[config.mk]
export PLATFORM = sky130hd
export DESIGN_NAME = pipe_stall_ctrl
export DESIGN_NICKNAME = d
export VERILOG_FILES = /design/src/rtl/pipe_stall_ctrl.sv
export SDC_FILE = /design/constraint.sdc
export NUM_CORES = 1
export LEC_CHECK = 0
export CORE_MARGIN = 10
export CORE_UTILIZATION = 36
export DETAILED_ROUTE_END_ITERATION = 7
export PLACE_DENSITY_LB_ADDON = 0.08
export SLEW_MARGIN = 0
export SYNTH_ARGS = -nofsm -noshare
export SYNTH_HDL_FRONTEND = slang
export SYNTH_SLANG_ARGS = --single-unit
[constraint.sdc]
create_clock -name clk -period 2.6 [get_ports clk]
set_clock_uncertainty 0.1 [all_clocks]
set_input_delay 0.65 -clock clk [delete_from_list [all_inputs] [get_ports clk]]
set_output_delay 0.65 -clock clk [all_outputs]
set_load 0.03 [all_outputs]
[src/rtl/pipe_stall_ctrl.sv]
// pipe_stall_ctrl: pipeline hazard/stall sequencer; PIPE_STALL_PERF_CNT_EN builds the stall-cycle counter
module pipe_stall_ctrl #(
    parameter int MC_CYCLES = 32,
    parameter int CW        = 8
) (
    input  logic          clk,
    input  logic          clr,
    input  logic          ext_stall,
    input  logic          mc_start,
    input  logic          lu_hazard,
    input  logic          br_taken,
    output logic          pc_en,
    output logic          ifid_en,
    output logic          idex_en,
    output logic          exmem_en,
    output logic          memwb_en,
    output logic          ifid_flush,
    output logic          idex_bubble,
    output logic          exmem_bubble,
    output logic          mc_busy,
    output logic [CW-1:0] mc_cnt,
    output logic [31:0]   stall_cnt
);
    typedef enum logic {RUN, MC_WAIT} state_t;

    state_t        state, next_state;
    logic [CW-1:0] next_cnt;
    logic          hold;
    logic [4:0]    en;
    logic [2:0]    bub;

    always_ff @(posedge clk or posedge clr)
        if (clr) begin
            state  <= RUN;
            mc_cnt <= '0;
        end else if (!ext_stall) begin
            state  <= next_state;
            mc_cnt <= next_cnt;
        end

    // hold = multi-cycle op occupies EX this cycle (release cycle excluded)
    always_comb begin
        hold       = (state == RUN) ? mc_start : (mc_cnt != '0);
        next_state = hold ? MC_WAIT : RUN;
        next_cnt   = (state == RUN) ? (mc_start ? CW'(MC_CYCLES - 2) : '0)
                                    : (hold ? mc_cnt - CW'(1) : '0);
        en         = (clr || ext_stall) ? 5'b00000 : hold ? 5'b00011 : lu_hazard ? 5'b00111 : 5'b11111;
        bub        = (clr || ext_stall) ? 3'b000 : hold ? 3'b001 : lu_hazard ? 3'b010 : {br_taken, 2'b00};
    end

    assign {pc_en, ifid_en, idex_en, exmem_en, memwb_en} = en;
    assign {ifid_flush, idex_bubble, exmem_bubble}       = bub;
    assign mc_busy = (state == MC_WAIT);

`ifdef PIPE_STALL_PERF_CNT_EN
    always_ff @(posedge clk or posedge clr)
        if (clr)
            stall_cnt <= '0;
        else if (!pc_en)
            stall_cnt <= stall_cnt + 32'd1;
`else
    assign stall_cnt = 32'h0;
`endif
endmodule

==> flow_summary.json, run 1 <==
{
  "hpwl_um": 1890,
  "first_pass_iters": 4,
  "fmax_mhz": 379,
  "dp.cells": 153,
  "critPathCaptureType": "output port",
  "routedWlPerCell_um": 14.7,
  "switching_share_pct": 47.6,
  "wl_um": 2370,
  "final_common_cell": "conb_1",
  "synth_cells": 99,
  "yosysWarnings": 0,
  "num-nets-final": 141,
  "die_h_um": 68.9,
  "netlist.area_leader.share_pct": 29.7,
  "start_util_pct": 38.2,
  "die_w_um": 68.9,
  "power.density_nw_per_um2": 1030,
  "maxSlewViolCount": 0,
  "report.final.setup_viol": 2,
  "synth_edf_count": 0,
  "yosys-top-cells-area": "buf_4 30%, dfrtp_1 26%, and4bb_2 2.9%",
  "ant_nets": 0,
  "grt_usage_pct": 9.63,
  "power_uw": 1150,
  "grt_pass1_vias": 714,
  "async_flop_share_pct": 100,
  "holdWs_ps": 522,
  "vias_per_cell": 4.53,
  "core_area_um2": 2250,
  "synth_ff_type": "dfrtp_1",
  "syn_area_per_cell_um2": 8.70,
  "areaGrowthSynthToFinish_pct": 30.2,
  "r2r-start": "mc_cnt[6]$_DFFE_PP0N_",
  "clock_latency_ps": 270,
  "required_ps": 1850,
  "reg2reg_slack_ps": 640,
  "p_comb_share_pct": 68.4,
  "final_cell_mix": "32 x conb_1, 19 x buf_4, 14 x clkdlybuf4s50_1",
  "htreeDepth": 1,
  "drt-initial-drc-count": 10,
  "ioPinCount": 55,
  "vias": 729,
  "synth_top_area_cell": "buf_4",
  "grt_first_pass_wirelength_um": 3480,
  "clkPwrFrac_pct": 9.9,
  "netlist_area_um2": 861,
  "timing.final.hold_violations": 0,
  "yosysUniqueCellTypes": 32,
  "synth_simple_gate_area_share_pct": 22.1,
  "final_cells": 161,
  "startpoint": "mc_cnt[6]$_DFFE_PP0N_",
  "synth_compound_area_share_pct": 14.8,
  "yosys.area_share.adder_pct": 1.45,
  "worstPathMaxFanout": 3,
  "ys_seq_area_share_pct": 26.2,
  "postCtsHoldBufs": 0,
  "min_path_type": "reg -> reg",
  "rsz0062_at_grt": "true",
  "cts_tree": "yes",
  "clkSinkCount": 9,
  "clock-root-buffer": "clkbuf_4",
  "rows": 17,
  "start_kind": "flop",
  "synthXorXnorAreaFrac_pct": 1.02,
  "period_share_pct": 102,
  "timing.final.ws_setup_ps": -41.2,
  "drive_gt1_share_pct": 30.1,
  "min-delay-start": "mc_cnt[7]$_DFFE_PP0N_",
  "synth_seq_cells": 9,
  "grt_max_degree": 13,
  "switchingPower_uw": 547,
  "period_needed_ps": 2640,
  "peakVddDrop_v": 0.000452,
  "max_cap_viol_count": 0,
  "synth_top_family_by_area": "buffers and inverters",
  "place.gp.congestion": 0.712,
  "outcome": "finished with violations",
  "dieArea_um2": 4750,
  "antenna_found_initial": 0,
  "path_class": "reg -> out",
  "power.leakage_uw": 0.000543,
  "clk_path_buf_depth": 2,
  "muxShareOfSynthArea_pct": 0,
  "antenna_cells": 0,
  "io_buffers": 22,
  "fin_util_pct": 49.7,
  "grt-ovfl-total": 0,
  "failed_checks": "negative setup slack",
  "intPower_uw": 603,
  "drc_errors": 0,
  "clk_pin_slew_ps": 60,
  "cp.arrival_ps": 1890,
  "numCtsBuffers": 3,
  "seqPwrFrac_pct": 21.7
}
==> cell usage after synthesis, types with 2 or more instances <==
| library cell | instances |
|---|---|
| o22ai_1 | 2 |
| or4_4 | 2 |
| buf_4 | 34 |
| nor2_1 | 5 |
| inv_1 | 6 |
| nor3_1 | 5 |
| o21ai_0 | 4 |
| and4bb_2 | 2 |
| or3_1 | 2 |
| nand2_1 | 3 |
| or2_2 | 2 |
| a2111oi_0 | 2 |
| dfrtp_1 | 9 |
| a22oi_1 | 3 |
==> power groups by stage <==
stage,combinational [uW],clock (uW),sequential [uW]
after detailed placement,705,0,259
final,786,114,250
after floorplan,371,0,377
after global placement,699,0,257
after CTS,747,117,255
after global routing,852,122,263
==> timing repair <==
action,CTS,global route
endpoints found under the setup margin,4,6
setup buffers,3,1
pin swaps,4,0
gates resized for setup,2,3
==> stage by stage <==
step	setup TNS, ps	cell area (um^2)	setup slack, ps
after detailed placement	-7.53	1040	-7.53
after global placement	-0.656	1040	-0.656
after global routing	-158	1120	-87.6
after floorplan	-6.05	1010	-6.05
final	-60.0	1120	-41.2
after CTS	-47.1	1100	-26.2
==> final timing paths <==
path / endpoint / cells after the start
min in group asynchronous: mc_cnt[4]$_DFFE_PP0N_ / 3
max: ifid_flush / 4
max reg2reg: mc_cnt[6]$_DFFE_PP0N_ / 5
min reg2reg: mc_cnt[7]$_DFFE_PP0N_ / 2
min: mc_cnt[7]$_DFFE_PP0N_ / 2
max in group asynchronous: mc_cnt[5]$_DFFE_PP0N_ / 3
==> sequential cells by signal, indices dropped and copies added (netlist names) <==
signal / flops
mc_busy: 1
mc_cnt: 8
==> routing by layer <==
layer / GRT usage [%] / wire length, um / vias to the layer above
met1: 11.9 / 987 / 337
met3: 3.54 / 257 / 2
met4: 2.96 / 17 / 0
li1: - / - / 351
met5: 0 / 0 / -
met2: 15.2 / 1110 / 39
==> final cells by class <==
type / count / area, um^2
Fill cell: 236 / 1130
Multi-Input combinational cell: 79 / 503
Timing Repair Buffer: 35 / 305
Sequential cell: 9 / 229
Tap cell: 28 / 35.0
Clock buffer: 4 / 26.3
Inverter: 6 / 22.5
==> logic make-up (layout without fill, tap and decap cells) <==
family	count (synthesis)	count (layout)
DFF	9	9
other	1	32
buffers and inverters	42	45
adders and majority gates	1	1
AOI/OAI and AO/OA	17	17
and+or+nand+nor	28	28
xor gates and xnor gates	1	1
==> worst max-delay path, cell delays in order, from the launching register on <==
cell and delay, ps:
dfrtp_2 410, or4_4 550, o22a_4 250, nor4b_4 240
buf_6 170
No activity file was read; power rests on OpenSTA's default activity.
==> run 2, diff against run 1 <==
--- a/config.mk
+++ b/config.mk
@@ -5,7 +5,6 @@
 export SDC_FILE = /design/constraint.sdc
 export NUM_CORES = 1
 export LEC_CHECK = 0
-export CORE_MARGIN = 10
 export CORE_UTILIZATION = 36
 export DETAILED_ROUTE_END_ITERATION = 7
 export PLACE_DENSITY_LB_ADDON = 0.08
==> flow_summary.json, run 2 (same netlist as run 1, synthesis figures left out) <==
{
  "numCtsBuffers": 3,
  "core_area_um2": 2230,
  "clkSinkCount": 9,
  "preCtsSetupSlack_ps": 27.5,
  "ioPinCount": 55,
  "grt_usage_pct": 15.8,
  "die_w_um": 50.9,
  "grt-ovfl-total": 0,
  "die_h_um": 50.9,
  "max_stage_delay_ps": 540,
  "report.final.setup_viol": 0,
  "vias_per_cell": 4.44,
  "hpwl_um": 1400,
  "timing.final.hold_violations": 0,
  "final_cell_mix": "32 x conb_1, 20 x buf_4, 14 x clkdlybuf4s50_1",
  "path_class": "reg -> out",
  "top_register": "mc_cnt",
  "power_uw": 1160,
  "ant_nets": 0,
  "fmax_mhz": 387,
  "worstPathMaxFanout": 3,
  "critPathCaptureType": "output port",
  "io_buffers": 22,
  "clock_latency_ps": 270,
  "grt_pass1_vias": 628,
  "place.gp.congestion": 0.764,
  "peakVddDrop_v": 0.000454,
  "drive_gt1_share_pct": 32.6,
  "htreeDepth": 1,
  "period_share_pct": 99.5,
  "grt_max_degree": 13,
  "start_util_pct": 38.5,
  "cp.arrival_ps": 1840,
  "cp_cell_sequence": "or4_4 > o22a_4 > nor4b_4 > buf_4",
  "first_pass_iters": 7,
  "largest_reg_flops": 8,
  "dieArea_um2": 2590,
  "clk_path_buf_depth": 2,
  "startpoint": "mc_cnt[5]$_DFFE_PP0N_",
  "final_common_cell": "conb_1",
  "cts_tree": "yes",
  "num-nets-final": 143,
  "maxSlewViolCount": 0,
  "antenna_found_initial": 0,
  "cp_top_family": "simple AND/OR/NAND/NOR gates",
  "clk_pin_slew_ps": 70,
  "rows": 17,
  "max_cap_viol_count": 0,
  "start_kind": "flop",
  "clock-root-buffer": "clkbuf_4",
  "r2r-start": "mc_cnt[5]$_DFFE_PP0N_",
  "crit_slowest_cell": "or4_4",
  "areaGrowthSynthToFinish_pct": 34.4,
  "outcome": "finished clean",
  "critical_path_buf_inv_count": 1,
  "power.density_nw_per_um2": 1000,
  "grt_first_pass_wirelength_um": 2940,
  "drc_errors": 0,
  "min-delay-start": "mc_cnt[1]$_DFFE_PP0N_",
  "power.leakage_uw": 0.000551,
  "routedWlPerCell_um": 11.9,
  "timing.final.ws_setup_ps": 13.3,
  "vias": 723,
  "final.setup.tns_ps": 0,
  "period_needed_ps": 2590,
  "required_ps": 1850,
  "min_path_type": "reg -> reg",
  "wl_um": 1950,
  "antenna_cells": 0,
  "fin_area_um2": 1160,
  "rsz0062_at_grt": "true",
  "placed_area_um2": 1050,
  "drt-initial-drc-count": 10
}
-- run 2: cell count changes in the layout (fill, tap and decap cells not counted), sizes merged --
cell and change:
buf +2
-- run 2: report_power, final --
part           total [uW]  switching (uW)  internal (uW)
Sequential            262            62.2            199
Clock                 116            56.6           59.4
Combinational         781             435            346
-- run 2: worst register-to-register path, cell delays in order, from the launching register on --
cell and delay, ps:
dfrtp_2 400, or4_4 540, buf_4 170, o31ai_2 350
a22oi_1 150
-- run 2: layout make-up --
class / instances / area (um^2)
Fill cell: 230 / 1080
Clock buffer: 4 / 26.3
Inverter: 6 / 22.5
Sequential cell: 9 / 230
Multi-Input combinational cell: 79 / 519
Timing Repair Buffer: 37 / 324
Tap cell: 28 / 35.0
-- run 2: what timing repair did --
| action | CTS | global route |
|---|---|---|
| resized for setup | 3 | 5 |
| hold buffers | 0 | 0 |
| pin swaps | 4 | 3 |
| setup endpoints to repair | 3 | 4 |
| setup buffers | 4 | 1 |
-- run 2: worst paths after layout --
kind | end | slack, ps | cells past startpoint
max | ifid_flush | 10 | 4
min | mc_cnt[1]$_DFFE_PP0N_ | 510 | 2
max reg2reg | mc_cnt[6]$_DFFE_PP0N_ | 760 | 4
min reg2reg | mc_cnt[1]$_DFFE_PP0N_ | 510 | 2
max in group asynchronous | mc_cnt[4]$_DFFE_PP0N_ | 1600 | 3
min in group asynchronous | mc_cnt[7]$_DFFE_PP0N_ | 640 | 3
-- run 2: through the flow --
| stage | util [%] | std cells | hold WS [ps] |
|---|---|---|---|
| after floorplan | - | 130 | 386 |
| after global placement | 47.0 | 154 | 473 |
| after detailed placement | 47.0 | 154 | 476 |
| after CTS | 50.0 | 162 | 506 |
| after global routing | 51.8 | 163 | 561 |
| final | 51.8 | 163 | 508 |
-- run 2: routing by layer --
| metal | part of all wire [%] | routed length (um) | vias to the layer above | global-route usage, % |
|---|---|---|---|---|
| li1 | - | - | 355 | - |
| met1 | 42 | 825 | 329 | 19.2 |
| met2 | 50 | 983 | 37 | 25.2 |
| met3 | 6.3 | 122 | 2 | 6.25 |
| met4 | 0.77 | 15 | 0 | 5.56 |
| met5 | 0 | 0 | - | 0 |
